<file path="src/rtl/display_scan_driver_if.sv">
// Display bus between the stopwatch timer logic and the scan driver.
// The master supplies the binary count and the blanking mode. The slave
// returns the multiplexed digit, the one-hot select, the blank flag and
// the overflow flag.
interface display_scan_driver_if #(
   parameter int BIN_W = 14
);
   logic [BIN_W-1:0] value;
   logic             blank_lz;
   logic [3:0]       digit;
   logic [3:0]       position;
   logic             blank;
   logic             overflow;

   modport master (
      output value,
      output blank_lz,
      input  digit,
      input  position,
      input  blank,
      input  overflow
   );

   modport slave (
      input  value,
      input  blank_lz,
      output digit,
      output position,
      output blank,
      output overflow
   );
endinterface

</file>
<file path="src/rtl/display_scan_driver.sv">
// Stopwatch display stage. A sequential double-dabble engine converts the
// binary count to four BCD digits, and a free-running dwell timer scans
// those digits onto one shared digit bus with one-hot select lines.
//
// state  | meaning
// -------+--------------------------------------------------------------
// IDLE   | compare value with last converted value, start on mismatch
// SHIFT  | BIN_W add-3/shift steps on {bcd, bin}
// COMMIT | publish BCD (or saturated 9999) and overflow to the scan side
module display_scan_driver #(
   parameter int CLK_HZ     = 50000000,
   parameter int REFRESH_HZ = 1000,
   parameter int BIN_W      = 14
) (
   input logic                  CLOCK_50,
   input logic                  reset,
   display_scan_driver_if.slave bus
);

   localparam int DWELL = CLK_HZ / REFRESH_HZ;
   localparam int DW_W  = (DWELL > 1) ? $clog2(DWELL) : 1;
   localparam int CNT_W = $clog2(BIN_W + 1);
   localparam logic [DW_W-1:0]  DW_LAST  = DW_W'(DWELL - 1);
   localparam logic [CNT_W-1:0] SH_LAST  = CNT_W'(BIN_W - 1);

   typedef enum logic [1:0] {
      S_IDLE,
      S_SHIFT,
      S_COMMIT
   } state_t;

   state_t           state_q, state_d;
   logic             last_vld_q, last_vld_d;
   logic [BIN_W-1:0] last_value_q, last_value_d;
   logic [BIN_W-1:0] bin_q, bin_d;
   logic [15:0]      bcd_q, bcd_d;
   logic [CNT_W-1:0] sh_cnt_q, sh_cnt_d;
   logic [15:0]      disp_q, disp_d;
   logic             ovf_q, ovf_d;
   logic [DW_W-1:0]  dwell_q, dwell_d;
   logic [1:0]       idx_q, idx_d;
   logic [3:0]       position_q, position_d;
   logic [3:0]       digit_q, digit_d;
   logic             blank_q, blank_d;

   logic [15:0] bcd_adj;
   logic [31:0] cap_ext;
   logic [3:0]  nib_sel;
   logic        z1, z2, z3;
   logic        blank_sel;

   // Add-3 correction on every nibble that would reach 10 or more after the shift.
   always_comb begin
      bcd_adj = bcd_q;
      for (int k = 0; k < 4; k++) begin
         if (bcd_q[4*k +: 4] >= 4'd5) begin
            bcd_adj[4*k +: 4] = bcd_q[4*k +: 4] + 4'd3;
         end
      end
   end

   // Digit selection and leading-zero blanking for the position being scanned.
   always_comb begin
      cap_ext = {{(32-BIN_W){1'b0}}, last_value_q};
      z3 = (disp_q[15:12] == 4'd0);
      z2 = z3 && (disp_q[11:8] == 4'd0);
      z1 = z2 && (disp_q[7:4] == 4'd0);
      case (idx_q)
         2'd0:    begin nib_sel = disp_q[3:0];   blank_sel = 1'b0;             end
         2'd1:    begin nib_sel = disp_q[7:4];   blank_sel = bus.blank_lz && z1; end
         2'd2:    begin nib_sel = disp_q[11:8];  blank_sel = bus.blank_lz && z2; end
         default: begin nib_sel = disp_q[15:12]; blank_sel = bus.blank_lz && z3; end
      endcase
   end

   // Next-state logic for the conversion FSM, the dwell timer and the scan outputs.
   always_comb begin
      state_d      = state_q;
      last_vld_d   = last_vld_q;
      last_value_d = last_value_q;
      bin_d        = bin_q;
      bcd_d        = bcd_q;
      sh_cnt_d     = sh_cnt_q;
      disp_d       = disp_q;
      ovf_d        = ovf_q;
      dwell_d      = dwell_q;
      idx_d        = idx_q;

      case (state_q)
         S_IDLE: begin
            if (!last_vld_q || (bus.value != last_value_q)) begin
               last_vld_d   = 1'b1;
               last_value_d = bus.value;
               bin_d        = bus.value;
               bcd_d        = '0;
               sh_cnt_d     = '0;
               state_d      = S_SHIFT;
            end
         end
         S_SHIFT: begin
            bcd_d    = {bcd_adj[14:0], bin_q[BIN_W-1]};
            bin_d    = {bin_q[BIN_W-2:0], 1'b0};
            sh_cnt_d = sh_cnt_q + CNT_W'(1);
            if (sh_cnt_q == SH_LAST) begin
               state_d = S_COMMIT;
            end
         end
         S_COMMIT: begin
            // Anything past four digits saturates; the BCD accumulator is not trusted there.
            if (cap_ext > 32'd9999) begin
               disp_d = 16'h9999;
               ovf_d  = 1'b1;
            end else begin
               disp_d = bcd_q;
               ovf_d  = 1'b0;
            end
            state_d = S_IDLE;
         end
         default: state_d = S_IDLE;
      endcase

      if (dwell_q == DW_LAST) begin
         dwell_d = '0;
         idx_d   = idx_q + 2'd1;
      end else begin
         dwell_d = dwell_q + DW_W'(1);
      end

      // Outputs follow idx_q, so position, digit and blank always move together.
      position_d = 4'b0001 << idx_q;
      digit_d    = blank_sel ? 4'hF : nib_sel;
      blank_d    = blank_sel;
   end

   // State register with synchronous reset; clearing last_vld forces a reconversion.
   always_ff @(posedge CLOCK_50) begin
      if (reset) begin
         state_q      <= S_IDLE;
         last_vld_q   <= 1'b0;
         last_value_q <= '0;
         bin_q        <= '0;
         bcd_q        <= '0;
         sh_cnt_q     <= '0;
         disp_q       <= '0;
         ovf_q        <= 1'b0;
         dwell_q      <= '0;
         idx_q        <= '0;
         position_q   <= 4'b0001;
         digit_q      <= 4'd0;
         blank_q      <= 1'b0;
      end else begin
         state_q      <= state_d;
         last_vld_q   <= last_vld_d;
         last_value_q <= last_value_d;
         bin_q        <= bin_d;
         bcd_q        <= bcd_d;
         sh_cnt_q     <= sh_cnt_d;
         disp_q       <= disp_d;
         ovf_q        <= ovf_d;
         dwell_q      <= dwell_d;
         idx_q        <= idx_d;
         position_q   <= position_d;
         digit_q      <= digit_d;
         blank_q      <= blank_d;
      end
   end

   assign bus.digit    = digit_q;
   assign bus.position = position_q;
   assign bus.blank    = blank_q;
   assign bus.overflow = ovf_q;

endmodule

</file>
<file path="src/flat_wrapper.sv">
// flat-port wrapper written by rule: the top's interface ports become plain ports
module display_scan_driver_flat 
#(
   parameter int CLK_HZ     = 50000000,
   parameter int REFRESH_HZ = 1000,
   parameter int BIN_W      = 14
)
  (CLOCK_50, reset, bus_value, bus_blank_lz, bus_digit, bus_position, bus_blank, bus_overflow);
  display_scan_driver_if #(.BIN_W(BIN_W)) bus_i ();
  input logic CLOCK_50;
  input logic reset;
  input wire logic [$bits(bus_i.value)-1:0] bus_value;
  input wire logic [$bits(bus_i.blank_lz)-1:0] bus_blank_lz;
  output wire logic [$bits(bus_i.digit)-1:0] bus_digit;
  output wire logic [$bits(bus_i.position)-1:0] bus_position;
  output wire logic [$bits(bus_i.blank)-1:0] bus_blank;
  output wire logic [$bits(bus_i.overflow)-1:0] bus_overflow;
  assign bus_i.value = bus_value;
  assign bus_i.blank_lz = bus_blank_lz;
  assign bus_digit = bus_i.digit;
  assign bus_position = bus_i.position;
  assign bus_blank = bus_i.blank;
  assign bus_overflow = bus_i.overflow;
  display_scan_driver #(.CLK_HZ(CLK_HZ), .REFRESH_HZ(REFRESH_HZ), .BIN_W(BIN_W)) u_core (.CLOCK_50(CLOCK_50), .reset(reset), .bus(bus_i));
endmodule
</file>
<file path="config.mk">
export PLATFORM = sky130hd
export DESIGN_NAME = display_scan_driver_flat
export DESIGN_NICKNAME = d
export VERILOG_FILES = /design/src/rtl/display_scan_driver_if.sv /design/src/rtl/display_scan_driver.sv /design/src/flat_wrapper.sv
export SDC_FILE = /design/constraint.sdc
export NUM_CORES = 1
export LEC_CHECK = 0
export CAP_MARGIN = 40
export CELL_PAD_IN_SITES_DETAIL_PLACEMENT = 1
export CELL_PAD_IN_SITES_GLOBAL_PLACEMENT = 2
export CORE_MARGIN = 2
export CORE_UTILIZATION = 42
export DETAILED_ROUTE_END_ITERATION = 10
export DONT_BUFFER_PORTS = 1
export GPL_TIMING_DRIVEN = 1
export PLACE_DENSITY = 0.94
export SYNTH_ARGS = -nofsm -noshare
export SYNTH_HDL_FRONTEND = slang
export SYNTH_SLANG_ARGS = --single-unit
</file>
<file path="constraint.sdc">
create_clock -name CLOCK_50 -period 5.2 [get_ports CLOCK_50]
set_input_delay 0.26 -clock CLOCK_50 [delete_from_list [all_inputs] [get_ports CLOCK_50]]
set_output_delay 0.26 -clock CLOCK_50 [all_outputs]
set_load 0.01 [all_outputs]
</file>
* Yosys cells after proc, flatten, opt, wreduce, memory -nomap -nowiden
Index checks and enable logic that the tools add are counted.
Word-level totals: flip-flop bits (word level) 95, word-level logic and storage cells 70, output and inout port bits 10
Cells by class: eq/ne operators 9, $add $sub $neg 7, order comparisons 5, shift operators 1, reduce and logical (&&, ||, !) cells 17, muxes and demuxes 18
Operators by type and width (number):
- $mux W16 | 2
- $pmux W16 S2 | 1
- $pmux W14 S2 | 1
- $mux W4 | 5
- $add A16 B1 Y16 const B | 1
- $eq A16 B16 Y1 const B | 1
- $ge A4 B3 Y1 const B | 4
- $gt A14 B14 Y1 const B | 1
- $mux W14 | 1
- $ne A14 B14 Y1 | 1
- $add A4 B2 Y4 const B | 3
- $logic_not A4 Y1 | 3
- $pmux W4 S3 | 1
- $pmux W4 S2 | 1
- $reduce_and A2 Y1 | 3
- $logic_and A1 B1 Y1 | 5
- $add A4 B1 Y4 const B | 1
- $eq A2 B1 Y1 const B | 2
- $eq A2 B2 Y1 const B | 2
- $eq A4 B4 Y1 const B | 1
- $logic_not A2 Y1 | 2
- $mux W2 | 2
- $ne A2 B1 Y1 const B | 2
- $pmux W2 S2 | 1
- 10 further kinds | 10

* Longest topological paths before layout
Gate-level depths: netlist (run 1).
depth after elaboration 6, mapped depth 8, gate-level depth less buffers 7

* Worst setup path after synthesis (run 1)
Ideal clock, no wire load.
kind flip-flop to flip-flop, start register u_core.last_value_q[13], end register u_core.bin_q[10], setup time 0.119 ns, arrival time 1.610 ns, stages on the path, launching flop included 7, path buffers 1, path slack 3.471 ns, clock period less this slack 1.729 ns, path through dfxtp_1 > xnor2_1 > nand4_1 > nor4_4 > o21ai_2 > buf_2 > o221a_2
On the way: longest elaborated chain between the ends 4
Ends and longest elaborated chain:
- start, declared | line display_scan_driver.sv:34 | logic [BIN_W-1:0] last_value_q, last_value_d;
- start signal, assigned | line display_scan_driver.sv:154 | last_value_q <= last_value_d;
- $ne A14 B14 Y1 | line display_scan_driver.sv:91 | if (!last_vld_q || (bus.value != last_value_q)) begin
- $logic_or A1 B1 Y1 | line display_scan_driver.sv:91
- $ne A2 B1 Y1 (no source line)
- $reduce_and A2 Y1 (no source line)
- end signal, assigned | line display_scan_driver.sv:155 | bin_q <= bin_d;
- end, declared | line display_scan_driver.sv:35 | logic [BIN_W-1:0] bin_q, bin_d;
Every way passes these cells. A chain may end at the register's enable or synchronous reset.

* Worst setup path after layout (run 1)
start register u_core.last_value_q[11], end register u_core.bin_q[7]
The elaborated chain is that of the path after synthesis.

==> impl_results.html, run 1 <==
<table>
<tr><th>Metric</th><th>Value</th></tr>
<tr><th colspan="2">Synthesis</th></tr>
<tr><td>Sequential share of the synthesized area</td><td>about 43%</td></tr>
<tr><td>Distinct cell type count after synthesis</td><td>between 40 and 50</td></tr>
<tr><td>Post-Syn Area</td><td>4400 um^2</td></tr>
<tr><td>Most common cell in the netlist</td><td>dfxtp_1</td></tr>
<tr><td>Count of flip-flops with a built-in enable after synthesis</td><td>0</td></tr>
<tr><td>Number of synthesized register bits</td><td>95</td></tr>
<tr><td>Most numerous cell types in the synthesized netlist</td><td>dfxtp_1, nor2_1, nand2_1</td></tr>
<tr><td>Primary FF master, synth</td><td>dfxtp_1</td></tr>
<tr><td>Synth top area cells</td><td>dfxtp_1, nor2_1, xnor2_1</td></tr>
<tr><td>Mapped Nets</td><td>roughly 540</td></tr>
<tr><td>Portion of synthesized cell area occupied by the leading cell type</td><td>43.2%</td></tr>
<tr><td>Proportion of synthesized flip-flops having asynchronous set or reset</td><td>0%</td></tr>
<tr><td>Total of warnings raised by yosys</td><td>0</td></tr>
<tr><td>Average cell area after synthesis</td><td>8.69 um^2</td></tr>
<tr><td>Dominant cell type by area after synthesis</td><td>dfxtp_1</td></tr>
<tr><td>Post-Syn Instances</td><td>507</td></tr>
<tr><th colspan="2">Clock tree</th></tr>
<tr><td>Buffers inserted by post-CTS timing repair</td><td>0</td></tr>
<tr><td>Resized Gates After CTS</td><td>0</td></tr>
<tr><td>Clock tree sinks</td><td>95</td></tr>
<tr><td>Worst-path clk slew</td><td>~100 ps</td></tr>
<tr><td>TritonCTS clock tree</td><td>built</td></tr>
<tr><td>Worst-Skew Late Latency</td><td>between 300 and 400 ps</td></tr>
<tr><td>Number of buffers added to fix hold violations after cts</td><td>1</td></tr>
<tr><td>Total clock buffers created by CTS</td><td>9</td></tr>
<tr><td>Maximum count of clock buffers along a single path</td><td>2</td></tr>
<tr><td>CTS Root Buffer Type</td><td>clkbuf_8</td></tr>
<tr><td>H-tree lvl count</td><td>3</td></tr>
<tr><th colspan="2">Timing</th></tr>
<tr><td>Final total negative setup slack</td><td>0 ps</td></tr>
<tr><td>Post-route clock skew</td><td>just over 10 ps</td></tr>
<tr><td>Final worst path period share</td><td>49.4%</td></tr>
<tr><td>Worst slew margin relative to its limit</td><td>approximately 40%</td></tr>
<tr><td>Max-slew violation total from the final report</td><td>0</td></tr>
<tr><td>Transition at the pin with the smallest max-transition slack</td><td>909 ps</td></tr>
<tr><td>Final setup violation count</td><td>0</td></tr>
<tr><td>Hold Violations, Final</td><td>0</td></tr>
<tr><td>Slack of the critical path</td><td>2630 ps</td></tr>
<tr><td>Worst slack on hold paths</td><td>13.3 ps</td></tr>
<tr><td>RSZ-0062 raised after global routing</td><td>false</td></tr>
<tr><td>Minimum clock period after layout</td><td>between 2000 and 3000 ps</td></tr>
<tr><td>Maximum frequency from static timing analysis</td><td>about 0.39 GHz</td></tr>
<tr><th colspan="2">Flow run</th></tr>
<tr><td>Max_cap viols</td><td>0</td></tr>
<tr><th colspan="2">Setup path</th></tr>
<tr><td>Worst reg2reg startpoint</td><td>u_core.last_value_q[11]$_SDFFE_PP0P_</td></tr>
<tr><td>Required time of the critical path</td><td>5520 ps</td></tr>
<tr><td>Maximum fanout along the worst path</td><td>15</td></tr>
<tr><td>CP Capture Type</td><td>flop</td></tr>
<tr><td>Worst Setup Path Type</td><td>flop to flop</td></tr>
<tr><td>Source of the critical timing path</td><td>u_core.last_value_q[11]$_SDFFE_PP0P_</td></tr>
<tr><td>Critical Path AT</td><td>roughly 2900 ps</td></tr>
<tr><td>CP Launch Type</td><td>flop</td></tr>
<tr><th colspan="2">Place</th></tr>
<tr><td>Detailed Place HPWL</td><td>between 7000 and 8000 um</td></tr>
<tr><td>Port Buffers</td><td>0</td></tr>
<tr><td>Gpl congestion</td><td>between 0.7 and 0.8</td></tr>
<tr><td>Inst Count DP</td><td>roughly 620</td></tr>
<tr><td>DP Area</td><td>4470 um^2</td></tr>
<tr><td>Placement-stage worst setup slack</td><td>~2600 ps</td></tr>
<tr><th colspan="2">Power</th></tr>
<tr><td>Lkg Pwr</td><td>approximately 1.6 nW</td></tr>
<tr><td>Largest voltage drop on the vdd net</td><td>between 0.00015 and 0.0002 V</td></tr>
<tr><td>Power density normalized to cell area</td><td>between 300 and 400 nW/um^2</td></tr>
<tr><td>Total power</td><td>roughly 1.4 mW</td></tr>
<tr><th colspan="2">Global route</th></tr>
<tr><td>Largest net degree at the start of global routing</td><td>between 50 and 60</td></tr>
<tr><td>Initial antenna violation count</td><td>0</td></tr>
<tr><td>All-layer global routing usage</td><td>between 20% and 30%</td></tr>
<tr><td>Via count of the first global-routing pass</td><td>between 3,000 and 4,000</td></tr>
<tr><td>Aggregate global routing overflow</td><td>0</td></tr>
<tr><td>First-pass GRT wire length</td><td>approximately 19,000 um</td></tr>
<tr><th colspan="2">Final layout</th></tr>
<tr><td>Cell Count, Final, Fillers Out</td><td>between 600 and 700</td></tr>
<tr><td>Relative area change from synthesis to final layout</td><td>7.27%</td></tr>
<tr><td>Diodes inserted</td><td>0</td></tr>
<tr><td>NumNets Final</td><td>approximately 530</td></tr>
<tr><td>Total non-filler cell area in the finished layout</td><td>between 4000 and 5000 um^2</td></tr>
<tr><td>Layout cell share with drive strength beyond 1</td><td>between 10% and 20%</td></tr>
<tr><td>Finished Core Util</td><td>approximately 46%</td></tr>
<tr><th colspan="2">Floorplanning</th></tr>
<tr><td>Floorplan row count</td><td>37</td></tr>
<tr><td>Standard cell core area</td><td>10,200 um^2</td></tr>
<tr><td>Count of pins on the block boundary</td><td>27</td></tr>
<tr><td>Effective utilization at floorplan</td><td>a little over two fifths</td></tr>
<tr><td>Die height</td><td>106 um</td></tr>
<tr><td>Area of the die</td><td>approximately 11,000 um^2</td></tr>
<tr><td>Width of the chip</td><td>around 110 um</td></tr>
<tr><th colspan="2">Status</th></tr>
<tr><td>Run status</td><td>finished, final reports clean</td></tr>
<tr><th colspan="2">Drt</th></tr>
<tr><td># DRC</td><td>0</td></tr>
<tr><td>Total wire length after detailed routing</td><td>10,900 um</td></tr>
<tr><td>Length of the first detailed-routing pass in iterations</td><td>4</td></tr>
<tr><td>Overall via count from detail_route</td><td>3,590</td></tr>
<tr><td>ANT nets after route</td><td>0</td></tr>
<tr><td>1st-iter DRT viols</td><td>218</td></tr>
<tr><td>Routed len/inst</td><td>about 17 um</td></tr>
<tr><td>Routed vias/inst</td><td>between 5 and 6</td></tr>
<tr><th colspan="2">Hold path</th></tr>
<tr><td>Worst hold path startpoint</td><td>reset</td></tr>
<tr><td>Hold Path Class</td><td>input port to flop</td></tr>
</table>
layout make-up:
class	instances	area [um^2]
fillers	1212	5510
multi-input cells	367	2310
flip-flops and latches	95	1900
well taps	136	170
clock buffers	11	151
clock inverters	5	80.1
repair buffers	6	57.6
inverters	14	52.6
path summary, 6_finish.rpt:
kind                                                        to  slack [ps]  cells after the start
worst max-delay path              u_core.bin_q[7]$_SDFFE_PP0P_        2630                      6
worst min-delay path            u_core.bus.digit[2]$_SDFF_PP0_          10                      1
worst max register to register    u_core.bin_q[7]$_SDFFE_PP0P_        2630                      6
worst min register to register    u_core.bcd_q[0]$_SDFFE_PP0P_         470                      2
power breakdown:
| part | internal [mW] | switching [mW] | total, mW |
|---|---|---|---|
| Sequential | 0.749 | 0.0185 | 0.767 |
| Combinational | 0.0439 | 0.0561 | 0.100 |
| Clock | 0.296 | 0.264 | 0.561 |
| Total | 1.09 | 0.339 | 1.43 |
routing by layer:
layer,wire length [um],track usage [%],share of wire [%],vias to the layer above
li1,-,-,-,1744
met1,5020,26.6,46,1789
met2,5480,35.8,50,48
met3,290,5.58,2.7,9
met4,104,5.45,0.95,0
met5,0,0,0,-
flip-flops by register name (all words and copies together), names as in the netlist:
name	cells
u_core.bus.blank	1
u_core.bin_q	14
u_core.bcd_q	16
u_core.idx_q	2
u_core.sh_cnt_q	4
u_core.bus.digit	4
u_core.last_vld_q	1
u_core.disp_q	16
u_core.dwell_q	16
u_core.state_q	2
u_core.bus.position	4
u_core.last_value_q	14
u_core.bus.overflow	1
placed cells by master (no fill, tap or decap), drive strengths merged, types with 11 or more instances in the layout:
master  synthesis  routed
a21oi          34      34
nor2           65      65
or4b           13      13
dfxtp          95      95
nand2b         25      25
o211ai         11      11
nand3          14      14
xnor2          24      24
nand2          47      47
a31oi          16      16
o221a          13      13
inv            14      14
o21ai          24      24
xor2           13      13
clkbuf         23      11
ha             15      15
worst max-delay path, cell delays in order (launching register included):
cell and delay, ps:
dfxtp_1 390, xnor2_1 140, nand4_1 160, nor4_4 720, buf_4 340, nand2b_1 490
o221a_2 270
logic make-up (layout without fill, tap and decap cells):
family                     after synthesis  after routing  synth area share [%]
buffers and inverters                   45             36                  4.35
and+or+nand+nor                        204            204                  24.1
adders and majority gates               15             15                  4.26
AOI/OAI and AO/OA                      110            110                  16.5
xor gates and xnor gates                37             37                  7.36
DFF                                     95             95                  43.2
muxes                                    1              1                 0.227
(Power assumes the default switching activity.)
==> inputs of run 2 (changes only) <==
--- a/config.mk
+++ b/config.mk
@@ -5,15 +5,16 @@
 export SDC_FILE = /design/constraint.sdc
 export NUM_CORES = 1
 export LEC_CHECK = 0
+export ABC_AREA = 1
 export CAP_MARGIN = 40
 export CELL_PAD_IN_SITES_DETAIL_PLACEMENT = 1
 export CELL_PAD_IN_SITES_GLOBAL_PLACEMENT = 2
 export CORE_MARGIN = 2
-export CORE_UTILIZATION = 42
+export CORE_UTILIZATION = 33
 export DETAILED_ROUTE_END_ITERATION = 10
 export DONT_BUFFER_PORTS = 1
 export GPL_TIMING_DRIVEN = 1
-export PLACE_DENSITY = 0.94
+export PLACE_DENSITY = 0.85
 export SYNTH_ARGS = -nofsm -noshare
 export SYNTH_HDL_FRONTEND = slang
 export SYNTH_SLANG_ARGS = --single-unit
==> constraint.sdc (replaced) <==
create_clock -name CLOCK_50 -period 2.2 [get_ports CLOCK_50]
set_input_delay 0.11 -clock CLOCK_50 [delete_from_list [all_inputs] [get_ports CLOCK_50]]
set_output_delay 0.11 -clock CLOCK_50 [all_outputs]
set_load 0.01 [all_outputs]
==> impl_results.html, run 2 <==
<table>
<tr><th>Metric</th><th>Value</th></tr>
<tr><th colspan="2">Timing</th></tr>
<tr><td>Hold Violations, Final</td><td>0 (unchanged)</td></tr>
<tr><td>Post-route clock skew</td><td>10.7 ps (+0.351 ps)</td></tr>
<tr><td>Transition at the pin with the smallest max-transition slack</td><td>506 ps (-403 ps)</td></tr>
<tr><td>RSZ-0062 raised after global routing</td><td>false</td></tr>
<tr><td>Max-slew violation total from the final report</td><td>0 (unchanged)</td></tr>
<tr><td>Maximum frequency from static timing analysis</td><td>0.543 GHz (+40%)</td></tr>
<tr><td>Final worst path period share</td><td>83.7% (+34 points)</td></tr>
<tr><td>Worst slew margin relative to its limit</td><td>66.2% (+27 points)</td></tr>
<tr><td>Final setup violation count</td><td>0 (unchanged)</td></tr>
<tr><td>Minimum clock period after layout</td><td>1840 ps (-728 ps)</td></tr>
<tr><td>Final total negative setup slack</td><td>0 ps (unchanged)</td></tr>
<tr><th colspan="2">Final layout</th></tr>
<tr><td>Area of the multi-input gates</td><td>2220 um^2 (-4.1%)</td></tr>
<tr><td>Registers with the highest flip-flop counts</td><td>u_core.bcd_q x16, u_core.disp_q x16, u_core.dwell_q x16</td></tr>
<tr><td>Layout filler cell count</td><td>1,670 (+38%)</td></tr>
<tr><td>Relative area change from synthesis to final layout</td><td>13.4%</td></tr>
<tr><td>Top library cells by usage in the layout, fill and taps aside</td><td>nand2_1, nor2_1, dfxtp_1</td></tr>
<tr><td>Layout cell share with drive strength beyond 1</td><td>7.50% (-2.7 points)</td></tr>
<tr><td>Most common library cell in the layout ignoring fill and taps</td><td>nand2_1</td></tr>
<tr><td>Flip-flop and latch area</td><td>1900 um^2 (unchanged)</td></tr>
<tr><td>Diodes inserted</td><td>0 (unchanged)</td></tr>
<tr><td>NumNets Final</td><td>667 (+27%)</td></tr>
<tr><td>Total non-filler cell area in the finished layout</td><td>5170 um^2 (+9.4%)</td></tr>
<tr><th colspan="2">Setup path</th></tr>
<tr><td>Cell count of the worst reg-to-reg path</td><td>8 (+2)</td></tr>
<tr><td>Cell with the biggest individual delay on the critical path</td><td>dfxtp_1</td></tr>
<tr><td>Buf/Inv on CP</td><td>2 (+1)</td></tr>
<tr><td>Most prevalent standard cell on the critical path</td><td>inv_1</td></tr>
<tr><td>Required time of the critical path</td><td>2470 ps (-3050 ps)</td></tr>
<tr><td>Worst reg2reg startpoint</td><td>u_core.idx_q[0]$_SDFFE_PP0P_</td></tr>
<tr><td>Largest stage delay on the critical path</td><td>390 ps (-330 ps)</td></tr>
<tr><td>Flop2flop setup slack</td><td>360 ps (-2270 ps)</td></tr>
<tr><td>CP Capture Type</td><td>flop</td></tr>
<tr><td>Destination of the worst register-to-register timing path</td><td>u_core.bus.digit[0]$_SDFF_PP0_</td></tr>
<tr><td>CP Launch Type</td><td>flop</td></tr>
<tr><td>Kind of cell adding the most delay to the critical path</td><td>simple AND/OR/NAND/NOR gates</td></tr>
<tr><td>Maximum fanout along the worst path</td><td>6 (-9)</td></tr>
<tr><td>Critical Path AT</td><td>2110 ps (-770 ps)</td></tr>
<tr><td>Sequence of cells on the critical path</td><td>inv_1 &gt; ha_1 &gt; or2_2 &gt; nor3_1 &gt; nand4_1 &gt; nor2_1 &gt; inv_1 &gt; o21ai_0</td></tr>
<tr><td>Worst Setup Path Type</td><td>flop to flop</td></tr>
<tr><th colspan="2">Power</th></tr>
<tr><td>Power share of the combinational group</td><td>8.1% (+1.1 points)</td></tr>
<tr><td>Switching part of the total</td><td>25.4% (+1.6 points)</td></tr>
<tr><td>Lkg Pwr</td><td>2.05 nW (+28%)</td></tr>
<tr><td>Power density normalized to cell area</td><td>719 nW/um^2 (+140%)</td></tr>
<tr><td>Portion of total power attributed to sequential cells</td><td>48.8% (-4.9 points)</td></tr>
<tr><td>Largest voltage drop on the vdd net</td><td>0.000481 V (+180%)</td></tr>
<tr><td>Internal power of the cells</td><td>2.77 mW (+150%)</td></tr>
<tr><td>Clock share of power</td><td>43.1% (+3.8 points)</td></tr>
<tr><td>Switch Pwr</td><td>0.942 mW (+180%)</td></tr>
<tr><th colspan="2">Synthesis</th></tr>
<tr><td>Post-synthesis share of cell area spent on xor and xnor gates</td><td>2.11% (-5.2 points)</td></tr>
<tr><td>Compound-Gate Fraction of Synth Area</td><td>16.3% (-0.17 points)</td></tr>
<tr><td>Dominant combinational cell family by area after synthesis</td><td>simple AND/OR/NAND/NOR gates</td></tr>
<tr><td>Post-Syn Area</td><td>4560 um^2 (+3.5%)</td></tr>
<tr><td>Mux cell area share after synthesis</td><td>0% (-0.23 points)</td></tr>
<tr><td>Area fraction in and, or, nand and nor cells after synthesis</td><td>26.1% (+1.9 points)</td></tr>
<tr><td>Average cell area after synthesis</td><td>7.30 um^2 (-16%)</td></tr>
<tr><td>Primary FF master, synth</td><td>dfxtp_1</td></tr>
<tr><td>Most numerous cell types in the synthesized netlist</td><td>nand2_1, nor2_1, dfxtp_1</td></tr>
<tr><td>Mapped Nets</td><td>656 (+22%)</td></tr>
<tr><td>Synth top area cells</td><td>dfxtp_1, nand2_1, nor2_1</td></tr>
<tr><td>Dominant cell type by area after synthesis</td><td>dfxtp_1</td></tr>
<tr><td>Post-Syn Instances</td><td>624 (+23%)</td></tr>
<tr><td>Total of warnings raised by yosys</td><td>0 (unchanged)</td></tr>
<tr><td>Distinct cell type count after synthesis</td><td>30 (-32%)</td></tr>
<tr><td>Most common cell in the netlist</td><td>nand2_1</td></tr>
<tr><td>Number of synthesized register bits</td><td>95 (unchanged)</td></tr>
<tr><td>Arithmetic-cell share of the synthesized area counting full adders, half adders and majority gates</td><td>4.12% (-0.14 points)</td></tr>
<tr><td>Count of flip-flops with a built-in enable after synthesis</td><td>0 (unchanged)</td></tr>
<tr><td>Proportion of synthesized flip-flops having asynchronous set or reset</td><td>0% (unchanged)</td></tr>
<tr><td>Sequential share of the synthesized area</td><td>41.7% (-1.4 points)</td></tr>
<tr><td>Portion of synthesized cell area occupied by the leading cell type</td><td>41.7% (-1.4 points)</td></tr>
<tr><th colspan="2">Clock tree</th></tr>
<tr><td>Total clock buffers created by CTS</td><td>9 (unchanged)</td></tr>
<tr><td>CTS Root Buffer Type</td><td>clkbuf_16</td></tr>
<tr><td>Resized Gates After CTS</td><td>0 (unchanged)</td></tr>
<tr><td>H-tree lvl count</td><td>3 (unchanged)</td></tr>
<tr><td>TritonCTS clock tree</td><td>built</td></tr>
<tr><td>Clock tree sinks</td><td>95 (unchanged)</td></tr>
<tr><td>Maximum count of clock buffers along a single path</td><td>2 (unchanged)</td></tr>
<tr><td>Worst-Skew Late Latency</td><td>350 ps (-20 ps)</td></tr>
<tr><td>Worst-path clk slew</td><td>70 ps (-30 ps)</td></tr>
<tr><th colspan="2">Drt</th></tr>
<tr><td>Routed vias/inst</td><td>4.94 (-13%)</td></tr>
<tr><td>ANT nets after route</td><td>0 (unchanged)</td></tr>
<tr><td>Overall via count from detail_route</td><td>4,027 (+12%)</td></tr>
<tr><td>Total wire length after detailed routing</td><td>11,700 um (+7.0%)</td></tr>
<tr><td>Length of the first detailed-routing pass in iterations</td><td>4 (unchanged)</td></tr>
<tr><td>Routed len/inst</td><td>14.3 um (-17%)</td></tr>
<tr><td># DRC</td><td>0 (unchanged)</td></tr>
<tr><td>1st-iter DRT viols</td><td>224 (+2.8%)</td></tr>
<tr><th colspan="2">Floorplanning</th></tr>
<tr><td>Die height</td><td>122 um (+14%)</td></tr>
<tr><td>Floorplan row count</td><td>42 (+14%)</td></tr>
<tr><td>Effective utilization at floorplan</td><td>34.1% (-8.9 points)</td></tr>
<tr><td>Standard cell core area</td><td>13,300 um^2 (+30%)</td></tr>
<tr><td>Area of the die</td><td>14,800 um^2 (+30%)</td></tr>
<tr><td>Width of the chip</td><td>122 um (+14%)</td></tr>
<tr><td>Count of pins on the block boundary</td><td>27 (unchanged)</td></tr>
<tr><th colspan="2">Global route</th></tr>
<tr><td>First-pass GRT wire length</td><td>19,800 um (+4.4%)</td></tr>
<tr><td>Aggregate global routing overflow</td><td>0 (unchanged)</td></tr>
<tr><td>Via count of the first global-routing pass</td><td>4,108 (+9.0%)</td></tr>
<tr><td>Largest net degree at the start of global routing</td><td>36 (-31%)</td></tr>
<tr><td>Initial antenna violation count</td><td>0 (unchanged)</td></tr>
<tr><td>All-layer global routing usage</td><td>16.8% (-4.3 points)</td></tr>
<tr><th colspan="2">Hold path</th></tr>
<tr><td>Worst hold path startpoint</td><td>reset</td></tr>
<tr><td>Cells on Worst Hold Path</td><td>2 (+1)</td></tr>
<tr><td>End of the worst hold path</td><td>u_core.disp_q[0]$_SDFFE_PP0N_</td></tr>
<tr><td>Hold Path Class</td><td>input port to flop</td></tr>
<tr><th colspan="2">Flow run</th></tr>
<tr><td>Max_cap viols</td><td>0 (unchanged)</td></tr>
<tr><th colspan="2">Status</th></tr>
<tr><td>Run status</td><td>finished, final reports clean</td></tr>
<tr><th colspan="2">Place</th></tr>
<tr><td>DP Area</td><td>4700 um^2 (+5.0%)</td></tr>
<tr><td>Port Buffers</td><td>0 (unchanged)</td></tr>
<tr><td>Detailed Place HPWL</td><td>8190 um (+12%)</td></tr>
<tr><td>Gpl congestion</td><td>0.750 (-4.8%)</td></tr>
</table>
-- run 2: what timing repair did --
action                    4_1_cts  5_1_grt
buffers inserted                0        0
hold endpoints to repair       62        0
hold buffers                   16        0
-- run 2: final cells by class --
| cell class | count | area share (%) |
|---|---|---|
| multi-input combinational | 427 | 42.9 |
| inverter | 76 | 5.52 |
| sequential | 95 | 36.8 |
| timing repair buffer | 26 | 4.75 |
| clock inverter | 6 | 1.36 |
| clock buffer | 10 | 4.43 |
| tap | 176 | 4.26 |
-- run 2: per-stage QoR --
step | hold WS, ps | setup slack, ps | utilization, % | power [mW] | cells
floorplan | 255 | 680 | - | 2.06 | 624
detailed placement | 187 | 391 | 35.2 | 2.11 | 784
CTS | 27.8 | 360 | 38.7 | 3.76 | 816
finish | 34.3 | 359 | 38.7 | 3.71 | 816
global route | 41.9 | 157 | 38.7 | 3.88 | 816
global placement | 187 | 455 | 35.2 | 2.10 | 784
-- run 2: per-layer routing --
metal  global-route usage, %  vias up  part of all wire [%]
met1                    20.7     1948                    47
li1                        -     2041                     -
met3                    3.10       11                   2.1
met5                       0        -                     0
met4                    5.82        0                   1.5
met2                    29.4       27                    49
-- run 2: how the worst max path moves through the flow --
stage,start,slack (ps),to,cells past startpoint
2_1_floorplan,u_core.dwell_q[0]$_SDFF_PP0_,680,u_core.dwell_q[9]$_SDFF_PP0_,9
3_5_place_dp,u_core.idx_q[0]$_SDFFE_PP0P_,390,u_core.bus.digit[0]$_SDFF_PP0_,8
5_1_grt,u_core.idx_q[0]$_SDFFE_PP0P_,160,u_core.bus.digit[3]$_SDFF_PP0_,8
4_1_cts,u_core.idx_q[0]$_SDFFE_PP0P_,360,u_core.bus.digit[0]$_SDFF_PP0_,8
6_report,u_core.idx_q[0]$_SDFFE_PP0P_,360,u_core.bus.digit[0]$_SDFF_PP0_,8
3_3_place_gp,u_core.idx_q[0]$_SDFFE_PP0P_,460,u_core.bus.digit[0]$_SDFF_PP0_,8
-- run 2: cell families (layout without fill, tap and decap cells) --
logic type               after synthesis  after routing
AO/OA/AOI/OAI                        134            134
XOR/XNOR                              11             11
adder cells (fa/ha/maj)               15             15
buffers and inverters                102            118
flip-flops                            95             95
AND/OR/NAND/NOR                      267            267
-- run 2: power by group through the flow --
stage | combinational (mW) | clock, mW | sequential (mW)
after floorplan | 0.223 | 0 | 1.84
after global placement | 0.252 | 0 | 1.85
after detailed placement | 0.262 | 0 | 1.85
after CTS | 0.307 | 1.65 | 1.81
after global routing | 0.345 | 1.72 | 1.82
final | 0.302 | 1.60 | 1.81
==> inputs of run 3 (changes only) <==
--- a/config.mk
+++ b/config.mk
@@ -5,16 +5,16 @@
 export SDC_FILE = /design/constraint.sdc
 export NUM_CORES = 1
 export LEC_CHECK = 0
-export ABC_AREA = 1
+export ABC_AREA = 0
 export CAP_MARGIN = 40
 export CELL_PAD_IN_SITES_DETAIL_PLACEMENT = 1
 export CELL_PAD_IN_SITES_GLOBAL_PLACEMENT = 2
 export CORE_MARGIN = 2
-export CORE_UTILIZATION = 33
+export CORE_UTILIZATION = 35
 export DETAILED_ROUTE_END_ITERATION = 10
 export DONT_BUFFER_PORTS = 1
 export GPL_TIMING_DRIVEN = 1
-export PLACE_DENSITY = 0.85
+export PLACE_DENSITY = 0.84
 export SYNTH_ARGS = -nofsm -noshare
 export SYNTH_HDL_FRONTEND = slang
 export SYNTH_SLANG_ARGS = --single-unit
==> constraint.sdc (replaced) <==
create_clock -name CLOCK_50 -period 1.5 [get_ports CLOCK_50]
set_input_delay 0.075 -clock CLOCK_50 [delete_from_list [all_inputs] [get_ports CLOCK_50]]
set_output_delay 0.075 -clock CLOCK_50 [all_outputs]
set_load 0.01 [all_outputs]
==> impl_results.html, run 3 (synthesized netlist as in run 1, its figures left out) <==
<table>
<tr><th>Metric</th><th>Value</th></tr>
<tr><th colspan="2">Status</th></tr>
<tr><td>Run status</td><td>finished, violations left</td></tr>
<tr><td>Failing checks</td><td>hold timing, setup timing</td></tr>
<tr><th colspan="2">Setup path</th></tr>
<tr><td>CP Capture Type</td><td>flop</td></tr>
<tr><td>Worst Setup Path Type</td><td>flop to flop</td></tr>
<tr><td>Critical Path AT</td><td>2090 ps (-20 ps)</td></tr>
<tr><td>Cell count of the worst reg-to-reg path</td><td>8 (unchanged)</td></tr>
<tr><td>Source of the critical timing path</td><td>u_core.last_value_q[9]$_SDFFE_PP0P_</td></tr>
<tr><td>Required time of the critical path</td><td>1790 ps (-680 ps)</td></tr>
<tr><td>Worst reg2reg startpoint</td><td>u_core.last_value_q[9]$_SDFFE_PP0P_</td></tr>
<tr><td>Crit path to</td><td>u_core.last_value_q[9]$_SDFFE_PP0P_</td></tr>
<tr><td>Destination of the worst register-to-register timing path</td><td>u_core.last_value_q[9]$_SDFFE_PP0P_</td></tr>
<tr><td>CP Launch Type</td><td>flop</td></tr>
<tr><td>Flop2flop setup slack</td><td>-300 ps (-660 ps)</td></tr>
<tr><td>Maximum fanout along the worst path</td><td>5 (-1)</td></tr>
<tr><th colspan="2">Timing</th></tr>
<tr><td>Worst slack on hold paths</td><td>-227 ps (-261 ps)</td></tr>
<tr><td>Hold Violations, Final</td><td>66 (+66)</td></tr>
<tr><td>Slack of the critical path</td><td>-298 ps (-657 ps)</td></tr>
<tr><td>Final worst path period share</td><td>120% (+36 points)</td></tr>
<tr><td>Worst slew margin relative to its limit</td><td>66.0% (-0.20 points)</td></tr>
<tr><td>Max-slew violation total from the final report</td><td>0 (unchanged)</td></tr>
<tr><td>RSZ-0062 raised after global routing</td><td>true</td></tr>
<tr><td>Maximum frequency from static timing analysis</td><td>0.556 GHz (+2.4%)</td></tr>
<tr><td>Minimum clock period after layout</td><td>1800 ps (-43.2 ps)</td></tr>
<tr><td>Post-route clock skew</td><td>7.91 ps (-2.80 ps)</td></tr>
<tr><td>Transition at the pin with the smallest max-transition slack</td><td>508 ps (+1.73 ps)</td></tr>
<tr><td>Final setup violation count</td><td>66 (+66)</td></tr>
<tr><th colspan="2">Final layout</th></tr>
<tr><td>Total non-filler cell area in the finished layout</td><td>6120 um^2 (+18%)</td></tr>
<tr><td>Most common library cell in the layout ignoring fill and taps</td><td>dfxtp_1</td></tr>
<tr><td>NumNets Final</td><td>609 (-8.7%)</td></tr>
<tr><td>Top library cells by usage in the layout, fill and taps aside</td><td>dfxtp_1, nor2_1, nand2_1, buf_4, dlygate4sd3_1</td></tr>
<tr><td>Layout cell share with drive strength beyond 1</td><td>29.7% (+22 points)</td></tr>
<tr><td>Finished Core Util</td><td>50.3% (+12 points)</td></tr>
<tr><td>Diodes inserted</td><td>0 (unchanged)</td></tr>
<tr><td>Layout filler cell count</td><td>1,348 (-19%)</td></tr>
<tr><td>Relative area change from synthesis to final layout</td><td>38.9%</td></tr>
<tr><td>Registers with the highest flip-flop counts</td><td>u_core.bcd_q x16, u_core.disp_q x16, u_core.dwell_q x16</td></tr>
<tr><th colspan="2">Place</th></tr>
<tr><td>Port Buffers</td><td>0 (unchanged)</td></tr>
<tr><td>Gpl congestion</td><td>0.782 (+4.3%)</td></tr>
<tr><td>DP Area</td><td>5020 um^2 (+6.8%)</td></tr>
<tr><td>Placement-stage worst setup slack</td><td>-278 ps (-670 ps)</td></tr>
<tr><td>Detailed Place HPWL</td><td>8090 um (-1.3%)</td></tr>
<tr><th colspan="2">Drt</th></tr>
<tr><td>ANT nets after route</td><td>0 (unchanged)</td></tr>
<tr><td>Length of the first detailed-routing pass in iterations</td><td>4 (unchanged)</td></tr>
<tr><td>Overall via count from detail_route</td><td>4,050 (+0.57%)</td></tr>
<tr><td>Total wire length after detailed routing</td><td>14,200 um (+22%)</td></tr>
<tr><td># DRC</td><td>0 (unchanged)</td></tr>
<tr><td>1st-iter DRT viols</td><td>177 (-21%)</td></tr>
<tr><td>Routed vias/inst</td><td>5.40 (+9.4%)</td></tr>
<tr><td>Routed len/inst</td><td>19.0 um (+33%)</td></tr>
<tr><th colspan="2">Power</th></tr>
<tr><td>Largest voltage drop on the vdd net</td><td>0.000694 V (+44%)</td></tr>
<tr><td>Lkg Pwr</td><td>2.20 nW (+7.3%)</td></tr>
<tr><td>Power density normalized to cell area</td><td>932 nW/um^2 (+30%)</td></tr>
<tr><td>Total power</td><td>5.70 mW (+54%)</td></tr>
<tr><th colspan="2">Flow run</th></tr>
<tr><td>Max_cap viols</td><td>0 (unchanged)</td></tr>
<tr><th colspan="2">Global route</th></tr>
<tr><td>Initial antenna violation count</td><td>0 (unchanged)</td></tr>
<tr><td>All-layer global routing usage</td><td>21.1% (+4.3 points)</td></tr>
<tr><td>Largest net degree at the start of global routing</td><td>86 (+140%)</td></tr>
<tr><td>Via count of the first global-routing pass</td><td>4,195 (+2.1%)</td></tr>
<tr><td>First-pass GRT wire length</td><td>21,800 um (+10%)</td></tr>
<tr><td>Aggregate global routing overflow</td><td>0 (unchanged)</td></tr>
<tr><th colspan="2">Floorplanning</th></tr>
<tr><td>Floorplan row count</td><td>40 (-4.8%)</td></tr>
<tr><td>Effective utilization at floorplan</td><td>36.2% (+2.1 points)</td></tr>
<tr><td>Width of the chip</td><td>116 um (-4.4%)</td></tr>
<tr><td>Area of the die</td><td>13,500 um^2 (-8.6%)</td></tr>
<tr><td>Count of pins on the block boundary</td><td>27 (unchanged)</td></tr>
<tr><td>Die height</td><td>116 um (-4.4%)</td></tr>
<tr><td>Standard cell core area</td><td>12,200 um^2 (-8.9%)</td></tr>
<tr><th colspan="2">Hold path</th></tr>
<tr><td>Cells on Worst Hold Path</td><td>1 (-1)</td></tr>
<tr><td>Hold Path Class</td><td>input port to flop</td></tr>
<tr><th colspan="2">Clock tree</th></tr>
<tr><td>Worst-Skew Late Latency</td><td>350 ps (about the same)</td></tr>
<tr><td>TritonCTS clock tree</td><td>built</td></tr>
<tr><td>Total clock buffers created by CTS</td><td>9 (unchanged)</td></tr>
<tr><td>CTS Root Buffer Type</td><td>clkbuf_16</td></tr>
<tr><td>Worst-path clk slew</td><td>70 ps (about the same)</td></tr>
<tr><td>Clock tree sinks</td><td>95 (unchanged)</td></tr>
<tr><td>H-tree lvl count</td><td>3 (unchanged)</td></tr>
<tr><td>Maximum count of clock buffers along a single path</td><td>2 (unchanged)</td></tr>
</table>
## run 3: cell types whose count changed in the layout (fill, tap and decap cells not counted), moves of 20 or more
cell      delta
a21oi_1     -20
nand2_1     -53
o21ai_0     -54
inv_1       -62
buf_4       +36
nand2b_1    +22
nand3_1     -22
nor2_1      -34
## run 3: metrics by stage
step           cells  setup TNS, ps  hold WS, ps
5_1_grt          750         -16380         -243
2_1_floorplan    507          -5090          193
3_3_place_gp     695          -7390          152
6_report         750         -11740         -227
3_5_place_dp     695         -11560          153
4_1_cts          735         -10530         -231
## run 3: layer usage
metal	routed length (um)	share of wire [%]	track usage, %
met5	0	0	0
met4	378	2.7	7.94
met3	441	3.1	4.26
met2	7340	52	37.9
met1	6080	43	24.8
## run 3: worst max-delay path: stages (launching register included)
cell and delay (ps):
dfxtp_1 350, xnor2_2 170, nand3_2 120, nor4_4 60
buf_6 140, buf_16 130, buf_4 140, or4b_1 520
o21ai_2 80
## run 3: area by class of cell
type                    count  area [um^2]  area share, %
repair buffers             87          847           13.8
well taps                 168          210           3.44
flip-flops and latches     95         1930           31.5
clock buffers              10          239           3.91
clock inverters             6         67.6           1.10
inverters                  14         57.6          0.941
multi-input cells         370         2770           45.3
## run 3: how the worst min path moves through the flow
stage / startpoint / endpoint
finish: reset / u_core.bus.overflow$_SDFFE_PP0N_
CTS: reset / u_core.state_q[0]$_SDFFE_PP0P_
detailed placement: reset / u_core.bus.overflow$_SDFFE_PP0N_
global route: reset / u_core.bus.overflow$_SDFFE_PP0N_
floorplan: reset / u_core.bus.position[0]$_SDFF_PP1_
global placement: reset / u_core.bus.overflow$_SDFFE_PP0N_
## run 3: report_power, final
| part | internal, mW | total (mW) | leakage, nW | switching, mW |
|---|---|---|---|---|
| Combinational | 0.329 | 0.643 | 1.28 | 0.314 |
| Clock | 1.35 | 2.39 | 0.145 | 1.04 |
| Sequential | 2.60 | 2.67 | 0.779 | 0.0740 |
| Total | 4.28 | 5.70 | 2.20 | 1.43 |
## run 3: timing repair
action                                  CTS  global route
endpoints found under the hold margin    77            65
setup buffers                             9             6
cloned                                    5             1
hold buffers                             12            11
resized for setup                        69            37
endpoints found under the setup margin   70            88
pin swaps                                17            25
